--- src/rtl/rca_pipe.sv ---
`default_nettype none
// ============================================================================
// Module      : rca_pipe
// Description : Pipelined ripple-carry adder/subtractor. The WIDTH-bit carry
//               chain is split into WIDTH/SEG segments. Each segment has one
//               register stage, so a result appears WIDTH/SEG enabled edges
//               after its operands are sampled. One operation is accepted per
//               enabled cycle.
// Ports       : clk       - rising-edge clock
//               rst_n     - asynchronous active-low reset
//               en        - clock enable; 0 freezes every register
//               in_valid  - a/b/cin/sub hold a new operation
//               a, b      - WIDTH-bit operands
//               cin       - carry-in (add) / borrow-in (sub)
//               sub       - 0: a+b+cin, 1: a-b-cin
//               out_valid - sum/cout/ovf hold a completed result
//               sum       - result modulo 2^WIDTH
//               cout      - carry out of the MSB (sub: 1 = no borrow)
//               ovf       - two's-complement overflow
// Revision    : 1.0 - initial release
// ============================================================================
module rca_pipe #(
    parameter int WIDTH = 16,
    parameter int SEG   = 4
) (
    input  logic             clk,
    input  logic             rst_n,
    input  logic             en,
    input  logic             in_valid,
    input  logic [WIDTH-1:0] a,
    input  logic [WIDTH-1:0] b,
    input  logic             cin,
    input  logic             sub,
    output logic             out_valid,
    output logic [WIDTH-1:0] sum,
    output logic             cout,
    output logic             ovf
);

    // SEG is clamped only to keep the divisions below legal while the
    // parameter check reports the real problem.
    localparam int c_SEG_SAFE  = (SEG >= 1) ? SEG : 1;
    localparam bit c_PARAMS_OK = (SEG >= 1) && ((WIDTH % c_SEG_SAFE) == 0);
    localparam int c_NSEG      = WIDTH / c_SEG_SAFE;

    if (!c_PARAMS_OK) begin : g_param_check
        $fatal(1, "rca_pipe: WIDTH (%0d) must be a positive multiple of SEG (%0d)",
               WIDTH, SEG);
    end

    // Subtraction is a + ~b + 1; the borrow-in is folded into the inverted carry.
    logic [WIDTH-1:0] w_b_eff;
    logic             w_c_eff;

    assign w_b_eff = sub ? ~b : b;
    assign w_c_eff = sub ? ~cin : cin;

    // ------------------------------------------------------------------------
    // Stage k adds segment k. Each stage owns:
    //   r_lo      : completed sum bits [0 +: (k+1)*SEG] (earlier segments are
    //               carried along so all sum bits leave together)
    //   g_fwd.r_ha/r_hb : operand bits not yet added (absent in the last stage)
    //   r_c, r_v  : carry out of this segment and the slot's valid bit
    // The last stage's registers are the outputs and only load on valid
    // slots, so bubbles leave the previous result on sum/cout/ovf.
    // ------------------------------------------------------------------------
    genvar k;
    for (k = 0; k < c_NSEG; k++) begin : g_stage
        logic [SEG-1:0]         w_sa;
        logic [SEG-1:0]         w_sb;
        logic                   w_ci;
        logic                   w_vi;
        logic [SEG-1:0]         w_s;
        logic [SEG:0]           w_cc;
        logic [(k+1)*SEG-1:0]   w_lo_nxt;

        logic [(k+1)*SEG-1:0]   r_lo;
        logic                   r_c;
        logic                   r_v;

        if (k == 0) begin : g_head
            assign w_sa     = a[SEG-1:0];
            assign w_sb     = w_b_eff[SEG-1:0];
            assign w_ci     = w_c_eff;
            assign w_vi     = in_valid;
            assign w_lo_nxt = w_s;
        end else begin : g_body
            assign w_sa     = g_stage[k-1].g_fwd.r_ha[SEG-1:0];
            assign w_sb     = g_stage[k-1].g_fwd.r_hb[SEG-1:0];
            assign w_ci     = g_stage[k-1].r_c;
            assign w_vi     = g_stage[k-1].r_v;
            assign w_lo_nxt = {w_s, g_stage[k-1].r_lo};
        end

        // Plain ripple chain: bit i waits for the carry of bit i-1.
        always_comb begin
            w_cc    = '0;
            w_s     = '0;
            w_cc[0] = w_ci;
            for (int i = 0; i < SEG; i++) begin
                w_s[i]    = w_sa[i] ^ w_sb[i] ^ w_cc[i];
                w_cc[i+1] = (w_sa[i] & w_sb[i]) | (w_cc[i] & (w_sa[i] ^ w_sb[i]));
            end
        end

        always_ff @(posedge clk or negedge rst_n) begin
            if (!rst_n) begin
                r_lo <= '0;
                r_c  <= 1'b0;
                r_v  <= 1'b0;
            end else if (en) begin
                r_v <= w_vi;
                if ((k != c_NSEG - 1) || w_vi) begin
                    r_lo <= w_lo_nxt;
                    r_c  <= w_cc[SEG];
                end
            end
        end

        // Operand skew: upper segments wait here until their carry arrives.
        if (k < c_NSEG - 1) begin : g_fwd
            logic [WIDTH-(k+1)*SEG-1:0] w_ha_in;
            logic [WIDTH-(k+1)*SEG-1:0] w_hb_in;
            logic [WIDTH-(k+1)*SEG-1:0] r_ha;
            logic [WIDTH-(k+1)*SEG-1:0] r_hb;

            if (k == 0) begin : g_src0
                assign w_ha_in = a[WIDTH-1:SEG];
                assign w_hb_in = w_b_eff[WIDTH-1:SEG];
            end else begin : g_srcn
                assign w_ha_in = g_stage[k-1].g_fwd.r_ha[WIDTH-k*SEG-1:SEG];
                assign w_hb_in = g_stage[k-1].g_fwd.r_hb[WIDTH-k*SEG-1:SEG];
            end

            always_ff @(posedge clk or negedge rst_n) begin
                if (!rst_n) begin
                    r_ha <= '0;
                    r_hb <= '0;
                end else if (en) begin
                    r_ha <= w_ha_in;
                    r_hb <= w_hb_in;
                end
            end
        end

        if (k == c_NSEG - 1) begin : g_tail
            logic r_ovf;

            // Overflow: carry into the MSB differs from carry out of it.
            always_ff @(posedge clk or negedge rst_n) begin
                if (!rst_n) begin
                    r_ovf <= 1'b0;
                end else if (en && w_vi) begin
                    r_ovf <= w_cc[SEG] ^ w_cc[SEG-1];
                end
            end

            assign sum       = r_lo;
            assign cout      = r_c;
            assign ovf       = r_ovf;
            assign out_valid = r_v;
        end
    end

endmodule
`default_nettype wire
--- config.mk ---
export PLATFORM = sky130hd
export DESIGN_NAME = rca_pipe
export DESIGN_NICKNAME = d
export VERILOG_FILES = /design/src/rtl/rca_pipe.sv
export SDC_FILE = /design/constraint.sdc
export NUM_CORES = 1
export LEC_CHECK = 0
export BUFFER_PORTS_ARGS = -buffer_cell sky130_fd_sc_hd__buf_2
export CAP_MARGIN = 0
export CELL_PAD_IN_SITES_DETAIL_PLACEMENT = 1
export CELL_PAD_IN_SITES_GLOBAL_PLACEMENT = 1
export CORE_ASPECT_RATIO = 2
export CORE_MARGIN = 4
export CORE_UTILIZATION = 43
export CTS_CLUSTER_SIZE = 25
export DETAILED_ROUTE_END_ITERATION = 7
export PLACE_DENSITY_LB_ADDON = 0.08
export SKIP_LAST_GASP = 1
export SYNTH_ARGS = -nofsm -noshare
export SYNTH_HDL_FRONTEND = slang
export SYNTH_SLANG_ARGS = --single-unit
--- constraint.sdc ---
create_clock -name clk -period 2.06 [get_ports clk]
set_input_delay 0.412 -clock clk [delete_from_list [all_inputs] [get_ports clk]]
set_output_delay 0.412 -clock clk [all_outputs]
set_load 0.1 [all_outputs]
==> results of run 1 <==
==> worst min-delay path by stage <==
stage | startpoint | end | slack (ns) | cells past startpoint
floorplan | rst_n | cout$_DFFE_PN0P_ | 0.12 | 0
global placement | rst_n | g_stage[2].g_fwd.r_hb[3]$_DFFE_PN0P_ | 0.38 | 1
detailed placement | rst_n | g_stage[2].g_fwd.r_hb[2]$_DFFE_PN0P_ | 0.39 | 1
CTS | rst_n | g_stage[0].g_fwd.r_hb[3]$_DFFE_PN0P_ | 0.01 | 1
global route | rst_n | g_stage[1].g_fwd.r_hb[6]$_DFFE_PN0P_ | 0.03 | 1
finish | rst_n | g_stage[1].g_fwd.r_hb[7]$_DFFE_PN0P_ | 0.006 | 1
==> what timing repair did <==
item	4_1_cts	5_1_grt
setup buffers	0	1
gates cloned	0	0
resized for setup	16	0
endpoints found under the setup margin	5	5
pin swaps	5	3
==> kinds of logic after synthesis <==
logic type,synth area share (%)
XOR/XNOR,3.66
multiplexers,21.4
AO/OA/AOI/OAI,2.79
adder cells (fa/ha/maj),7.44
flip-flops,56.4
buffers and inverters,6.07
AND/OR/NAND/NOR,2.27
==> flip-flops by register name, summed over array words and instances, names as in the netlist <==
signal              flops
g_stage.r_v             3
g_stage.r_lo           24
out_valid               1
g_stage.r_c             3
cout                    1
ovf                     1
sum                    16
g_stage.g_fwd.r_ha     24
g_stage.g_fwd.r_hb     24
==> where the power goes <==
group | switching, mW | leakage [nW] | internal [mW]
Sequential | 0.303 | 1.13 | 2.45
Clock | 0.711 | 0.162 | 1.19
Combinational | 1.92 | 1.16 | 0.853
==> final cells by class <==
type                            instances  share of cell area (%)
Sequential cell                        97                    47.2
Multi-Input combinational cell        155                    32.3
Clock inverter                          7                    2.31
Inverter                               36                    2.63
Timing Repair Buffer                   69                    7.94
Clock buffer                            9                    4.38
Tap cell                              132                    3.21
==> metal layers <==
metal | up-vias | global-route usage [%] | share of wire, %
li1 | 1102 | - | -
met4 | 2 | 5.78 | 1.7
met3 | 12 | 3.86 | 3.5
met2 | 39 | 27.0 | 55
met5 | - | 0 | 0.15
met1 | 1229 | 17.7 | 39
==> cell usage after synthesis (all sizes together) <==
master and instances:
a21oi 12, buf 15, dfrtp 97, fa 16
inv 36, mux2 62, mux2i 11, nand2 12
nor2 12, o21ai 12, xnor2 15, xor2 3
==> critical path, stage by stage, from the launching register on <==
cell and delay [ns]:
dfrtp_1 0.34, inv_2 0.05, fa_2 0.41, inv_2 0.09, fa_2 0.20, fa_2 0.21, inv_2 0.04, fa_2 0.35
xnor2_1 0.13, mux2_2 0.26
==> through the flow <==
step / TNS (ns) / setup slack, ns / std cells / cell area (um^2) / power [mW]
after CTS: -0.449 / -0.133 / 504 / 5130 / 7.54
after detailed placement: -1.38 / -0.478 / 488 / 4770 / 5.56
after global routing: -0.763 / -0.208 / 505 / 5140 / 7.83
final: -0.375 / -0.131 / 505 / 5140 / 7.42
after floorplan: -0.716 / -0.493 / 303 / 4360 / 4.98
after global placement: -1.05 / -0.432 / 488 / 4770 / 5.47
==> metrics.md, run 1 <==
| Metric | Value |
|---|---|
| Number of global-route vias before repair | 2719 |
| GRT overflow | 0 |
| Chip width | 78.8 um |
| Crit Path Max Fanout | 2 |
| Critical Path Start | g_stage[2].r_c$_DFFE_PN0P_ |
| Final ANT Viol Nets | 0 |
| Vias | 2384 |
| Pin count of the biggest net entering global routing | 76 |
| Register-to-register setup slack | -0.13 ns |
| DRC Markers | 0 |
| CP endpoint | ovf$_DFFE_PN0P_ |
| Gate Count Post-Synth | 303 |
| Maxcap violations | 0 |
| Leading area contributor after synthesis | dfrtp_1 |
| CTS Buf Count | 9 |
| Setup Crit Path Kind | reg2reg |
| Via-per-instance ratio | 4.72 |
| Fmax | 456 MHz |
| R2R depth | 9 |
| Io pins | 57 |
| Starting DRT DRC Count | 86 |
| P&R area growth vs syn | 19.4% |
| Port buffer count | 56 |
| Synth warnings | 0 |
| Layout Utilization | 52.6% |
| Status | finished, violations left |
| Dominant cells by area after synthesis | dfrtp_1 56%, mux2_4 10%, mux2_2 8.4% |
| Fin. Hold Viols | 0 |
| GPL Wtd Cong | 0.725 |
| RSZ-0062 raised after global routing | true |
| 1st-pass router iterations | 3 |
| Netlist cell types | 16 |
| Num Clock Sinks | 97 |
| Area of the core | 9760 um^2 |
| Seq cells post-synth | 97 |
| GRT Overall Usage | 15.3% |
| Cell Rows | 51 |
| Commonest non-fill, non-tap cell in the layout | dfrtp_1 |
| Worst r2r src | g_stage[2].r_c$_DFFE_PN0P_ |
| Die ar. | 11800 um^2 |
| Pwr Density | 1440 nW/um^2 |
| Worst Path Arrival | 2.41 ns |
| Die H | 150 um |
| Netlist Area Pre-Place | 4310 um^2 |
| CP startpoint kind | flop |
| Hold Buf Count CTS | 0 |
| Most frequent cells in the layout | 97 x dfrtp_1, 54 x buf_2, 32 x mux2_2, 30 x mux2_4, 25 x inv_1 |
| CTS Root Buffer Type | clkbuf_16 |
| CTS tree | yes |
| Slew of the pin with the lowest slew margin | 0.489 ns |
| Seq/Total Area, Yosys | 56.4% |
| Clk_skew | 0.00421 ns |
| LEAKAGE | 2.45 nW |
| Initial antenna violation count | 1 |
| Normalized max-slew margin | 67.6% |
| Period utilization | 106% |
| H-tree levels | 3 |
| First-pass GRT wire length | 13.6 mm |
| Final setup viols | 4 |
| Syn nets | 357 |
| Share of Yosys cell area claimed by the top area cell type | 56.4% |
| DR WL/cell | 15.7 um |
| Max VDD drop | 0.000656 V |
| Worst R2R End | ovf$_DFFE_PN0P_ |
| Mapped Avg Cell Area | 14.2 um^2 |
| Slew Viols, Final | 0 |
| Later-pin clock latency in the skew report | 0.33 ns |
| CP endpoint kind | flop |
| Hold Slack | 0.00573 ns |
| ANT cells | 0 |
| Worst hold path type | in2async |
| Drt total wl | 7.92 mm |
| HPWL Detailed | 5.53 mm |
| Failing checks | negative setup slack |
| Layout cell share with drive strength beyond 1 | 46.1% |
| CP required | 2.28 ns |
| Sequential standard cell area | 2430 um^2 |
| Tmin final | 2.19 ns |
| Initial Util | 44.1% |
| CTS Buffer Depth | 2 |
| Setup slack after layout | -0.131 ns |
| Reg clk slew, reported paths | 0.07 ns |
| Filler cells | 995 |
| Multi-input gate area | 1660 um^2 |
| Final nets | 422 |
Note: power is estimated with default switching activity, not from simulation.
==> run 2: changes to the inputs <==
BUFFER_PORTS_ARGS = unset   (was -buffer_cell sky130_fd_sc_hd__buf_2)
CORE_UTILIZATION = 44   (was 43)
DONT_BUFFER_PORTS = 1   (was unset)
RECOVER_POWER = 25   (was unset)
SKIP_CTS_REPAIR_TIMING = 1   (was unset)
==> run 2 against run 1 <==
The run ends with negative hold slack, negative setup slack left. Non-clock buffer count is 54 lower. Sequential share of layout area up 3.5 points. Die area decreased by 2.1%. Via count decreased by 10%. Routed wire length down 6.1%. Clock power decreased by 20%. Global-route usage fell by 1.1 points. First-iteration DRC count decreased by 14%. Flip-flop and latch count stayed put. Critical endpoint unchanged. Largest cell class unchanged. Highest routed layer is now met4.
==> metrics.md, run 2 (synthesis gave the netlist of run 1 again) <==
| Metric | Value |
|---|---|
| Status | finished, violations left |
| Failing checks | negative hold slack, negative setup slack |
| Reg clk slew, reported paths | 0.06 ns (about the same) |
| Pre-CTS setup slack | -0.342 ns (+0.136 ns) |
| Max VDD drop | 0.000540 V (-18%) |
| Largest registers | g_stage.g_fwd.r_ha x24, g_stage.g_fwd.r_hb x24, g_stage.r_lo x24 |
| Final ANT Viol Nets | 0 (unchanged) |
| CTS Buffer Depth | 2 (unchanged) |
| CTS Buf Count | 9 (unchanged) |
| Clk_skew | 0.00668 ns (+0.00247 ns) |
| Cell Rows | 50 (-2.0%) |
| H-tree levels | 3 (unchanged) |
| HPWL Detailed | 4.73 mm (-14%) |
| Initial Util | 45.6% (+1.5 points) |
| RSZ-0062 raised after global routing | true |
| Pwr Density | 1420 nW/um^2 (-2.0%) |
| Post-DP Area | 4450 um^2 (-6.7%) |
| CP required | 2.28 ns (about the same) |
| Filler cells | 929 (-6.6%) |
| GRT overflow | 0 (unchanged) |
| Later-pin clock latency in the skew report | 0.33 ns (about the same) |
| Fmax | 447 MHz (-2.1%) |
| Commonest non-fill, non-tap cell in the layout | dfrtp_1 |
| Num Clock Sinks | 97 (unchanged) |
| Clock share of power | 22.4% (-3.2 points) |
| Worst Path Arrival | 2.46 ns (+0.05 ns) |
| CTS tree | yes |
| Final instance area | 4780 um^2 (-6.9%) |
| Switching Share | 40.8% (+1.2 points) |
| GPL Wtd Cong | 0.701 (-3.4%) |
| Critical-path top delay cell | fa_2 |
| Starting DRT DRC Count | 74 (-14%) |
| Most frequent cells in the layout | 97 x dfrtp_1, 32 x mux2_2, 30 x mux2_4, 26 x inv_1 |
| DRC Markers | 0 (unchanged) |
| Logic gate share of total power | 20.5% (-17 points) |
| Maxcap violations | 0 (unchanged) |
| Tot Pwr | 6.78 mW (-8.7%) |
| Io pins | 57 (unchanged) |
| Fin. Hold Viols | 97 (+97) |
| Critical-path cell list | inv_2 -> fa_2 -> inv_2 -> fa_2 -> fa_2 -> buf_4 -> buf_4 -> xnor2_1 -> mux2_2 |
| LEAKAGE | 2.21 nW (-10%) |
| Die H | 148 um (-1.1%) |
| First-pass GRT wire length | 12.6 mm (-7.1%) |
| Register share of total power | 57.1% (+20 points) |
| Fin cells | 448 (-11%) |
| Area of the core | 9450 um^2 (-3.2%) |
| Via-per-instance ratio | 4.77 (+1.1%) |
| Normalized max-slew margin | 38.1% (-30 points) |
| Tmin final | 2.24 ns (+0.0468 ns) |
| P_sw | 2.77 mW (-5.9%) |
| CP peak stage delay | 0.41 ns (about the same) |
| Setup Crit Path Kind | reg2reg |
| Port buffer count | 0 (-100%) |
| DR WL/cell | 16.6 um (+5.8%) |
| Setup slack after layout | -0.177 ns (-0.0468 ns) |
| CP startpoint kind | flop |
| P&R area growth vs syn | 11.1% |
| Slew of the pin with the lowest slew margin | 0.929 ns (+0.440 ns) |
| Drt total wl | 7.44 mm (-6.1%) |
| Cell mode on critical path | fa_2 |
| Hold Slack | -0.233 ns (-0.239 ns) |
| Worst hold path type | in2async |
| R2R depth | 9 (unchanged) |
| Int Pwr | 4.01 mW (-11%) |
| Layout cell share with drive strength beyond 1 | 36.5% (-9.6 points) |
| CP endpoint kind | flop |
| Number of global-route vias before repair | 2460 (-9.5%) |
| Slew Viols, Final | 0 (unchanged) |
| Initial antenna violation count | 0 (-1) |
| Placed Cells incl. Taps | 429 (-12%) |
| Period utilization | 109% (+2.3 points) |
| Die ar. | 11500 um^2 (-2.1%) |
| Chip width | 77.9 um (-1.0%) |
| CTS Root Buffer Type | clkbuf_16 |
| Pin count of the biggest net entering global routing | 104 (+37%) |
| ANT cells | 0 (unchanged) |
| Vias | 2139 (-10%) |
| Final setup viols | 3 (-1) |
| Final nets | 368 (-13%) |
| 1st-pass router iterations | 4 (+1) |
| Crit Path Max Fanout | 2 (unchanged) |
| GRT Overall Usage | 14.3% (-1.1 points) |
==> run 2: cell count changes in the layout (fill, tap and decap cells not counted), moves of 2 or more <==
cell	delta
buf_2	-54
bufinv_16	-3
clkinv_2	+3
buf_12	-2
buf_4	+2
clkinvlp_4	-2
xor2_2	-2
xor2_4	+2
==> run 2: final timing paths <==
kind	startpoint	to	slack, ns
hold reg to reg	g_stage[1].g_fwd.r_hb[7]$_DFFE_PN0P_	g_stage[2].g_fwd.r_hb[3]$_DFFE_PN0P_	0.48
setup reg to reg	g_stage[2].r_c$_DFFE_PN0P_	ovf$_DFFE_PN0P_	-0.18
hold / removal	rst_n	ovf$_DFFE_PN0P_	-0.23
min in group clk	en	g_stage[2].g_fwd.r_ha[3]$_DFFE_PN0P_	0.19
max in group asynchronous	rst_n	g_stage[0].g_fwd.r_hb[5]$_DFFE_PN0P_	2.14
setup / recovery	g_stage[2].r_c$_DFFE_PN0P_	ovf$_DFFE_PN0P_	-0.18
==> run 2: layer usage <==
| layer | up-vias | global-route usage (%) | share of wire (%) |
|---|---|---|---|
| met5 | - | 0 | 0 |
| met4 | 0 | 6.83 | 2.0 |
| met3 | 10 | 3.48 | 4.0 |
| met2 | 40 | 23.9 | 53 |
| met1 | 1101 | 17.1 | 41 |
| li1 | 988 | - | - |
==> run 2: metrics by stage <==
step	hold slack, ns	TNS, ns	util [%]
after floorplan	0.116	-0.716	-
after global placement	0.119	-0.576	47.1
after detailed placement	0.119	-0.894	47.1
after CTS	-0.247	-0.617	49.9
after global routing	-0.256	-0.795	50.6
final	-0.233	-0.311	50.6
==> run 2: critical path, delay by kind of cell, from the launching register on <==
kind | cells | cell delay, ns
xor gates and xnor gates | 1 | 0.11
adders and majority gates | 3 | 0.99
buffers and inverters | 4 | 0.38
DFF | 1 | 0.38
muxes | 1 | 0.25
==> run 2: cell type report <==
cell class,instances,area (um^2),share of cell area [%]
Clock buffer,11,243,5.07
Clock inverter,4,20.0,0.418
Inverter,36,135,2.82
Multi-Input combinational cell,155,1680,35.2
Sequential cell,97,2430,50.7
Tap cell,130,163,3.40
Timing Repair Buffer,15,113,2.35
==> run 2: power groups by stage <==
stage                     registers (mW)  logic, mW  clock network [mW]
final                               3.87       1.39                1.52
after detailed placement            3.92       1.36                   0
after CTS                           3.89       1.37                1.57
after global placement              3.89       1.32                   0
after global routing                3.96       1.54                1.67
after floorplan                     4.06      0.924                   0
